$ cat config.mk
export PLATFORM = sky130hd
export DESIGN_NAME = cdc_channel_arbiter
export DESIGN_NICKNAME = d
export VERILOG_FILES = /design/src/rtl/cdc_channel_arbiter_pkg.sv /design/src/rtl/cdc_channel_arbiter_picker.sv /design/src/rtl/cdc_channel_arbiter.sv
export SDC_FILE = /design/constraint.sdc
export NUM_CORES = 1
export LEC_CHECK = 0
export CAP_MARGIN = 40
export CORE_MARGIN = 3
export CORE_UTILIZATION = 40
export CTS_CLUSTER_DIAMETER = 60
export DETAILED_ROUTE_END_ITERATION = 6
export GPL_ROUTABILITY_DRIVEN = 1
export GPL_TIMING_DRIVEN = 0
export PLACE_DENSITY = 0.78
export RECOVER_POWER = 100
export SETUP_SLACK_MARGIN = 0.2
export SLEW_MARGIN = 40
export SYNTH_ARGS = -nofsm -noshare
export SYNTH_HDL_FRONTEND = slang
export SYNTH_SLANG_ARGS = --single-unit
$ cat constraint.sdc
create_clock -name clk -period 2.34 [get_ports clk]
set_input_delay 0.468 -clock clk [delete_from_list [all_inputs] [get_ports clk]]
set_output_delay 0.468 -clock clk [all_outputs]
set_load 0.1 [all_outputs]
$ cat src/rtl/cdc_channel_arbiter_pkg.sv
// Shared definitions for the toggle-handshake channel arbiter: FSM state
// encodings and a constant-evaluable clog2 used to size indices and counters.
package cdc_arb_defs;

   typedef enum logic [1:0] {
      ST_IDLE     = 2'd0,
      ST_LAUNCH   = 2'd1,
      ST_WAIT_ACK = 2'd2,
      ST_DRAIN    = 2'd3
   } arb_state_e;

   function automatic int clog2(input int value);
      int r;
      r = 0;
      for (int i = 0; i < 31; i++) begin
         if ((32'sd1 << i) < value) begin
            r = i + 1;
         end
      end
      return r;
   endfunction

endpackage

$ cat src/rtl/cdc_channel_arbiter_picker.sv
// Round-robin priority picker: returns the first set request found scanning
// from ptr_i upward with wrap. ptr_i must be below N.
module rr_priority_picker
   import cdc_arb_defs::*;
#(
   parameter int N = 4,
   localparam int IW = (N > 1) ? clog2(N) : 1
) (
   input  logic [N-1:0]  req_i,
   input  logic [IW-1:0] ptr_i,
   output logic          found_o,
   output logic [IW-1:0] idx_o
);

   // Scan from the farthest offset down so the nearest set request wins.
   always_comb begin : pick_scan
      int c;
      found_o = 1'b0;
      idx_o   = '0;
      c       = 0;
      for (int k = N - 1; k >= 0; k--) begin
         c       = (int'(ptr_i) + k >= N) ? int'(ptr_i) + k - N : int'(ptr_i) + k;
         found_o = req_i[c] ? 1'b1 : found_o;
         idx_o   = req_i[c] ? IW'(c) : idx_o;
      end
   end

endmodule

$ cat src/rtl/cdc_channel_arbiter.sv
// Shares one toggle-handshake clock-crossing channel among NREQ requesters with
// round-robin grants, a per-transfer timeout, and drain recovery after timeout.
module cdc_channel_arbiter
   import cdc_arb_defs::*;
#(
   parameter int NREQ    = 4,
   parameter int W       = 16,
   parameter int TIMEOUT = 255,
   localparam int IW     = (NREQ > 1) ? clog2(NREQ) : 1,
   localparam int CW     = clog2(TIMEOUT + 1)
) (
   input  logic            clk,
   input  logic            reset,
   input  logic [NREQ-1:0] req_valid,
   input  logic [NREQ*W-1:0] req_data,
   output logic [NREQ-1:0] req_done,
   output logic [NREQ-1:0] req_err,
   output logic [W-1:0]    xfer_data,
   output logic            xfer_req_tgl,
   input  logic            ack_tgl_sync,
   output logic            busy,
   output logic [IW-1:0]   grant_idx
);

   arb_state_e      state_q;
   logic [W-1:0]    xfer_data_q;
   logic            tgl_q;
   logic [NREQ-1:0] done_q;
   logic [NREQ-1:0] err_q;
   logic            busy_q;
   logic [IW-1:0]   grant_q;
   logic [IW-1:0]   rr_q;
   logic [CW-1:0]   cnt_q;

   logic            pick_found_s;
   logic [IW-1:0]   pick_idx_s;
   logic [W-1:0]    sel_data_s;
   logic [IW-1:0]   rr_d;

   rr_priority_picker #(.N(NREQ)) u_picker (
      .req_i   (req_valid),
      .ptr_i   (rr_q),
      .found_o (pick_found_s),
      .idx_o   (pick_idx_s)
   );

   // Word of the requester the picker currently favours.
   always_comb begin
      sel_data_s = req_data[int'(pick_idx_s)*W +: W];
   end

   // Pointer moves just past the requester being retired.
   always_comb begin
      if (NREQ == 1) begin
         rr_d = '0;
      end else if (int'(grant_q) == NREQ - 1) begin
         rr_d = '0;
      end else begin
         rr_d = grant_q + IW'(1);
      end
   end

   // Channel FSM with all outputs registered.
   always_ff @(posedge clk) begin
      if (reset) begin
         state_q     <= ST_IDLE;
         xfer_data_q <= '0;
         tgl_q       <= 1'b0;
         done_q      <= '0;
         err_q       <= '0;
         busy_q      <= 1'b0;
         grant_q     <= '0;
         rr_q        <= '0;
         cnt_q       <= '0;
      end else begin
         done_q <= '0;
         err_q  <= '0;
         case (state_q)
            ST_IDLE: begin
               if (pick_found_s) begin
                  grant_q     <= pick_idx_s;
                  xfer_data_q <= sel_data_s;
                  busy_q      <= 1'b1;
                  state_q     <= ST_LAUNCH;
               end
            end
            ST_LAUNCH: begin
               tgl_q   <= ~tgl_q;
               cnt_q   <= '0;
               state_q <= ST_WAIT_ACK;
            end
            ST_WAIT_ACK: begin
               if (ack_tgl_sync == tgl_q) begin
                  done_q[grant_q] <= 1'b1;
                  rr_q            <= rr_d;
                  busy_q          <= 1'b0;
                  state_q         <= ST_IDLE;
               end else if (cnt_q == CW'(TIMEOUT - 1)) begin
                  err_q[grant_q] <= 1'b1;
                  rr_q           <= rr_d;
                  state_q        <= ST_DRAIN;
               end else begin
                  cnt_q <= cnt_q + CW'(1);
               end
            end
            // The late acknowledge must be absorbed before a new launch.
            ST_DRAIN: begin
               if (ack_tgl_sync == tgl_q) begin
                  busy_q  <= 1'b0;
                  state_q <= ST_IDLE;
               end
            end
            default: begin
               busy_q  <= 1'b0;
               state_q <= ST_IDLE;
            end
         endcase
      end
   end

   assign req_done     = done_q;
   assign req_err      = err_q;
   assign xfer_data    = xfer_data_q;
   assign xfer_req_tgl = tgl_q;
   assign busy         = busy_q;
   assign grant_idx    = grant_q;

endmodule

==> impl_metrics.toml, run 1 <==
[final_layout]
stdcell_area_mm2 = 0.003049
diodes = 0
area_growth_pct = 52.41
final_util_pct = 63.71
regArea_um2 = 800.8
layout.nets = 393
multi_input_area_mm2 = 0.001137
fillers = 417
drive_above_1_share_pct = 9.148

[yosys]
synthMuxAreaShare_pct = 18.57
netlist_area_mm2 = 0.002001
synth_compound_area_share_pct = 13.63
synth-simple-area-share_pct = 17.70
synthAdderAreaFrac_pct = 3.752
synth.avg_cell_area_um2 = 9.759
ys_ff_latch = 40
synth_cell_types = 38
synth_xor_area_share_pct = 2.189
ys_seq_area_share_pct = 40.03
synth_top_family_by_area = "multiplexers"
synth_nets = 282
synthCells = 205
yosys_warnings = 0

[route]
wl_met2_um = 2660
vias_per_cell = 4.979
postRouteAntennaNets = 0
first_pass_iters = 4
drc = 0
routedLengthMet1_um = 2481
routed_wl_um = 5511
vias = 1912
maxUsedRoutingLayer = "met4"
drtIter0Drc = 66
avgRoutedWirePerCell_um = 14.35
wl_met3_um = 246

[timing]
relSlewSlack_pct = 19.67
setup_violations = 0
tightest_slew_ns = 1.210
hold_ws_ns = 0.4666
finalMaxSlewViolations = 0
setup_ws_ns = 0.2677
finalHoldViolCount = 0
fmax_mhz = 482.6
period_needed_ns = 2.072
finClkSkew_ns = 0.01606
finalCritPeriodShare_pct = 88.56
grt_setup_unrepaired = "true"

[clock_tree]
clockRootBuffer = "clkbuf_8"
clkTransAtPathRegs_ns = 0.08
clock_path_buffers = 2
numCtsBuffers = 5
clkLatencyLatePin_ns = 0.30
cts.sinks = 40
h-tree-depth = 2
cts_tree = "yes"

[place]
place_area_mm2 = 0.002925
hpwl_um = 4305
gp_congestion = 0.8614
port_buffers = 98
pre_cts_ws_ns = -0.1597

[setup_path]
r2r-start = "cnt_q[0]"
path_max_fanout = 10
reg2reg_to = "cnt_q[7]"
critical_path.endpoint = "xfer_data[0]"
crit_arrival_ns = 2.25
critPathLaunchType = "input pin"
r2r.worst_path.cells = 6
cp-end-kind = "register"
cp-startpoint = "req_valid[0]"
crit_type = "input pin to register"
path_cells = "clkdlybuf4s50_1, a21oi_1, a2bb2oi_4, clkbuf_2, mux2i_1, o221ai_1"
cp_data_required_time_ns = 2.52
critPathMaxStageDelay_ns = 0.48
cp_slowest_cell = "clkdlybuf4s50_1"
r2r_slack_ns = 0.45

[grt]
grt_start_max_net_pins = 13
grt_first_pass_wirelength_um = 8852
grt_pass1_vias = 1833
antenna_found_initial = 0
overflow = 0
grtUsageTotal_pct = 18.90

[die]
dieArea_mm2 = 0.005886
die_w_um = 76.72
num_rows = 25
start_util_pct = 41.80
dieHeight_um = 76.72
io_pins = 99
core_area_mm2 = 0.004786

[pwr]
power_mw = 2.511
irDropWorstVdd_uv = 491.2
leakage_nw = 1.155
power_density_mw_per_mm2 = 823.6

[flow_run]
cap_violations = 0

[status]
outcome = "finished, final reports clean"

[worst_hold_path]
hold_path.class = "register to register"
-- state kept, by name, summed over array words and instances (netlist names) --
register / cells
req_err: 4
xfer_data: 16
cnt_q: 8
rr_q: 2
busy: 1
state_q: 2
req_done: 4
grant_idx: 2
xfer_req_tgl: 1
-- placed cells by master, fill, tap and decap left out, types with 5 or more instances in the layout --
cell type,n
nand2_1,21
and2_0,8
clkdlybuf4s50_1,68
dfxtp_1,40
buf_4,8
nor3_1,5
clkbuf_1,29
nor2_1,13
clkbuf_8,6
ha_1,6
a21oi_1,8
mux2i_1,36
o221ai_1,16
-- critical path: cells and delay by family --
kind	cells	cell delay, ns
buffers and inverters	2	0.84
AO/OA/AOI/OAI	3	0.67
multiplexers	1	0.27
-- synthesized netlist by cell type --
master      n  area, um2
buf_1       1      3.750
a211oi_1    1      7.510
o221ai_1   16      140.1
a211oi_2    1      12.51
nor4_1      2      12.51
xor2_1      3      26.28
nor3_1      5      25.02
and4_1      1      8.760
nand3b_1    2      15.01
buf_6       2      22.52
a2bb2oi_2   1      15.01
ha_1        6      75.07
buf_2       3      15.01
nor3_4      1      16.27
nand3_1     2      10.01
a21oi_1     8      40.04
buf_4       3      22.52
a31oi_1     1      6.260
a21o_1      1      7.510
nor3b_1     1      7.510
xnor2_1     2      17.52
or3_1       1      6.260
mux2_2      1      11.26
clkbuf_1    1      3.750
dfxtp_1    40      800.8
a211o_1     1      8.760
mux2i_1    36      360.4
o31ai_1     2      15.01
nor2b_1     1      6.260
nand2_1    21      78.83
nand2b_1    3      18.77
or3b_1      1      8.760
nand4_1     4      25.02
nor2_1     14      52.55
o211a_1     2      20.02
inv_1       4      15.01
and2_1      8      50.05
and3_1      2      12.51
-- kinds of logic after synthesis --
group,Yosys count
buffers and inverters,14
muxes,37
AOI/OAI and AO/OA,34
xor gates and xnor gates,5
DFF,40
adders and majority gates,6
and+or+nand+nor,69
-- stage by stage --
stage	cells	TNS (ns)
5_1_grt	384	0
2_1_floorplan	205	0
3_3_place_gp	370	-1.332
6_report	384	0
3_5_place_dp	370	-1.491
4_1_cts	378	0
-- routing by layer --
metal	up-vias	track usage [%]
met5	-	0
met4	0	7.971
met3	8	4.577
met2	55	30.92
met1	874	23.62
li1	975	-
-- where the power goes --
part	internal, mW	switching [mW]
sequential	0.774	0.0649
clock	0.240	0.238
combinational	0.340	0.855
-- final cells by class --
class | instances | area share, %
Inverter | 4 | 0.4924
Tap cell | 67 | 2.749
Multi-Input combinational cell | 151 | 37.30
Clock buffer | 7 | 2.831
Timing Repair Buffer | 104 | 27.99
Sequential cell | 40 | 26.26
Buffer | 10 | 2.134
Clock inverter | 1 | 0.2462
-- worst min path at each step --
| stage | from | end | slack (ns) | cells after the start |
|---|---|---|---|---|
| 6_report | xfer_data[8] | xfer_data[8] | 0.47 | 2 |
| 5_1_grt | cnt_q[4] | cnt_q[4] | 0.48 | 1 |
| 4_1_cts | xfer_data[6] | xfer_data[6] | 0.47 | 2 |
| 3_5_place_dp | xfer_data[9] | xfer_data[9] | 0.45 | 2 |
| 3_3_place_gp | xfer_data[0] | xfer_data[0] | 0.44 | 2 |
| 2_1_floorplan | cnt_q[7] | cnt_q[7] | 0.43 | 1 |
-- repair_timing --
item | CTS | global route
buffers inserted | 0 | 6
endpoints found under the setup margin | 10 | 11
pin swaps | 0 | 2
hold buffers | 0 | 0
resized for setup | 2 | 2
Power figures use the tool's default switching activity.
==> run 2, diff against run 1 <==
Settings changed: CORE_UTILIZATION 40 to 60, DONT_BUFFER_PORTS from default to 1, PLACE_DENSITY 0.78 to 0.74, SETUP_SLACK_MARGIN 0.2 to 0.02.
Clock period 2.34 ns to 2.2 ns, I/O delays scaled along.
==> impl_metrics.toml, run 2 (same netlist as run 1, synthesis figures left out) <==
[clock_tree]
h-tree-depth = 2
hold_buffers = 0
cts_tree = "yes"
clock_path_buffers = 2
clkTransAtPathRegs_ns = 0.13
postCtsSetupRepairBufs = 0
clockRootBuffer = "clkbuf_4"
cts.sinks = 40
clkLatencyLatePin_ns = 0.36
cts_resized = 0
numCtsBuffers = 5

[grt]
overflow = 0
grtUsageTotal_pct = 22.28
antenna_found_initial = 0
grt_first_pass_wirelength_um = 7307
grt_start_max_net_pins = 15
grt_pass1_vias = 1629

[final_layout]
layout.nets = 289
drive_above_1_share_pct = 9.859
fillers = 274
layoutNonFillerInstCount = 257
layout_common_cells = "dfxtp_1, mux2i_1, nand2_1, o221ai_1, nor2_1"
final_common_cell = "dfxtp_1"
area_growth_pct = 6.942
diodes = 0
largest_reg_flops = 16

[timing]
setup_ws_ns = 0.2357
finalHoldViolCount = 0
relSlewSlack_pct = 24.59
tightest_slew_ns = 1.130
period_needed_ns = 1.964
fmax_mhz = 509.1
finalMaxSlewViolations = 0
setup_violations = 0
grt_setup_unrepaired = "false"
finClkSkew_ns = 0.009224
finalCritPeriodShare_pct = 89.29

[route]
routed_wl_um = 4387
avgRoutedWirePerCell_um = 17.07
vias_per_cell = 6.148
vias = 1580
postRouteAntennaNets = 0
first_pass_iters = 4
drc = 0
drtIter0Drc = 66

[pwr]
pwr-share-clk_pct = 20.5
irDropWorstVdd_uv = 614.2
power_mw = 2.428
pwr-share-comb_pct = 17.6
cell_internal_pwr_mw = 1.259
leakage_nw = 0.8175
switchingPower_mw = 1.169
pwr-share-seq_pct = 61.8
power_density_mw_per_mm2 = 1135
switching_share_pct = 48.14

[setup_path]
critPathMaxStageDelay_ns = 0.73
cp_slowest_cell = "dfxtp_2"
crit_arrival_ns = 2.27
path_max_fanout = 7
crit_buf_inv = 0
path_cells = "xnor2_1, a211oi_2, nand4_1, xor2_1, nor2_1"
critPathLaunchType = "register"
cp_data_required_time_ns = 2.51
crit_type = "register to register"
cp_top_family = "flip-flops"
cp-end-kind = "register"

[place]
hpwl_um = 3461
port_buffers = 0
place_inst = 249
pre_cts_ws_ns = 0.2766
gp_congestion = 0.8710

[flow_run]
cap_violations = 0

[status]
outcome = "finished, final reports clean"

[die]
io_pins = 99
dieArea_mm2 = 0.004063
die_w_um = 63.75
start_util_pct = 63.96
core_area_mm2 = 0.003128
num_rows = 20
dieHeight_um = 63.75

[worst_hold_path]
hold_path.class = "input pin to register"
run 2: area by class of cell:
| class | count | area (um2) | share of cell area (%) |
|---|---|---|---|
| tap | 44 | 55.05 | 2.573 |
| sequential | 40 | 802.0 | 37.49 |
| clock buffer | 5 | 37.54 | 1.754 |
| buffer | 10 | 65.06 | 3.041 |
| inverter | 4 | 15.01 | 0.7018 |
| clock inverter | 3 | 47.55 | 2.222 |
| multi-input combinational | 151 | 1117 | 52.22 |
run 2: worst paths after layout:
path	depth (start not counted)	end	from	slack (ns)
worst max register to register	5	cnt_q[6]	xfer_req_tgl	0.24
worst max-delay path	5	cnt_q[6]	xfer_req_tgl	0.24
worst min-delay path	2	xfer_data[7]	req_data[7]	0.30
worst min register to register	1	cnt_q[4]	cnt_q[4]	0.48
run 2: power by group through the flow:
stage | Combinational [mW] | Clock, mW | Sequential, mW
after CTS | 0.431 | 0.510 | 1.52
after global routing | 0.479 | 0.542 | 1.51
after detailed placement | 0.429 | 0 | 1.54
after global placement | 0.412 | 0 | 1.51
after floorplan | 0.360 | 0 | 1.49
final | 0.428 | 0.498 | 1.50
run 2: stage by stage:
step / TNS (ns) / util [%] / hold slack, ns / area (um2)
3_3_place_gp: -0.3436 / 65.72 / 0.4564 / 2056
6_report: 0 / 68.40 / 0.2975 / 2140
2_1_floorplan: 0 / - / 0.4328 / 2001
3_5_place_dp: 0 / 66.84 / 0.4571 / 2091
5_1_grt: 0 / 68.40 / 0.2945 / 2140
4_1_cts: 0 / 69.56 / 0.2938 / 2176
run 2: per-layer routing:
metal	routed length [um]	part of all wire, %	track usage (%)
met1	1745	40	24.33
met2	2191	50	39.24
met3	397	9.0	9.315
met4	51	1.2	6.469
met5	0	0	0
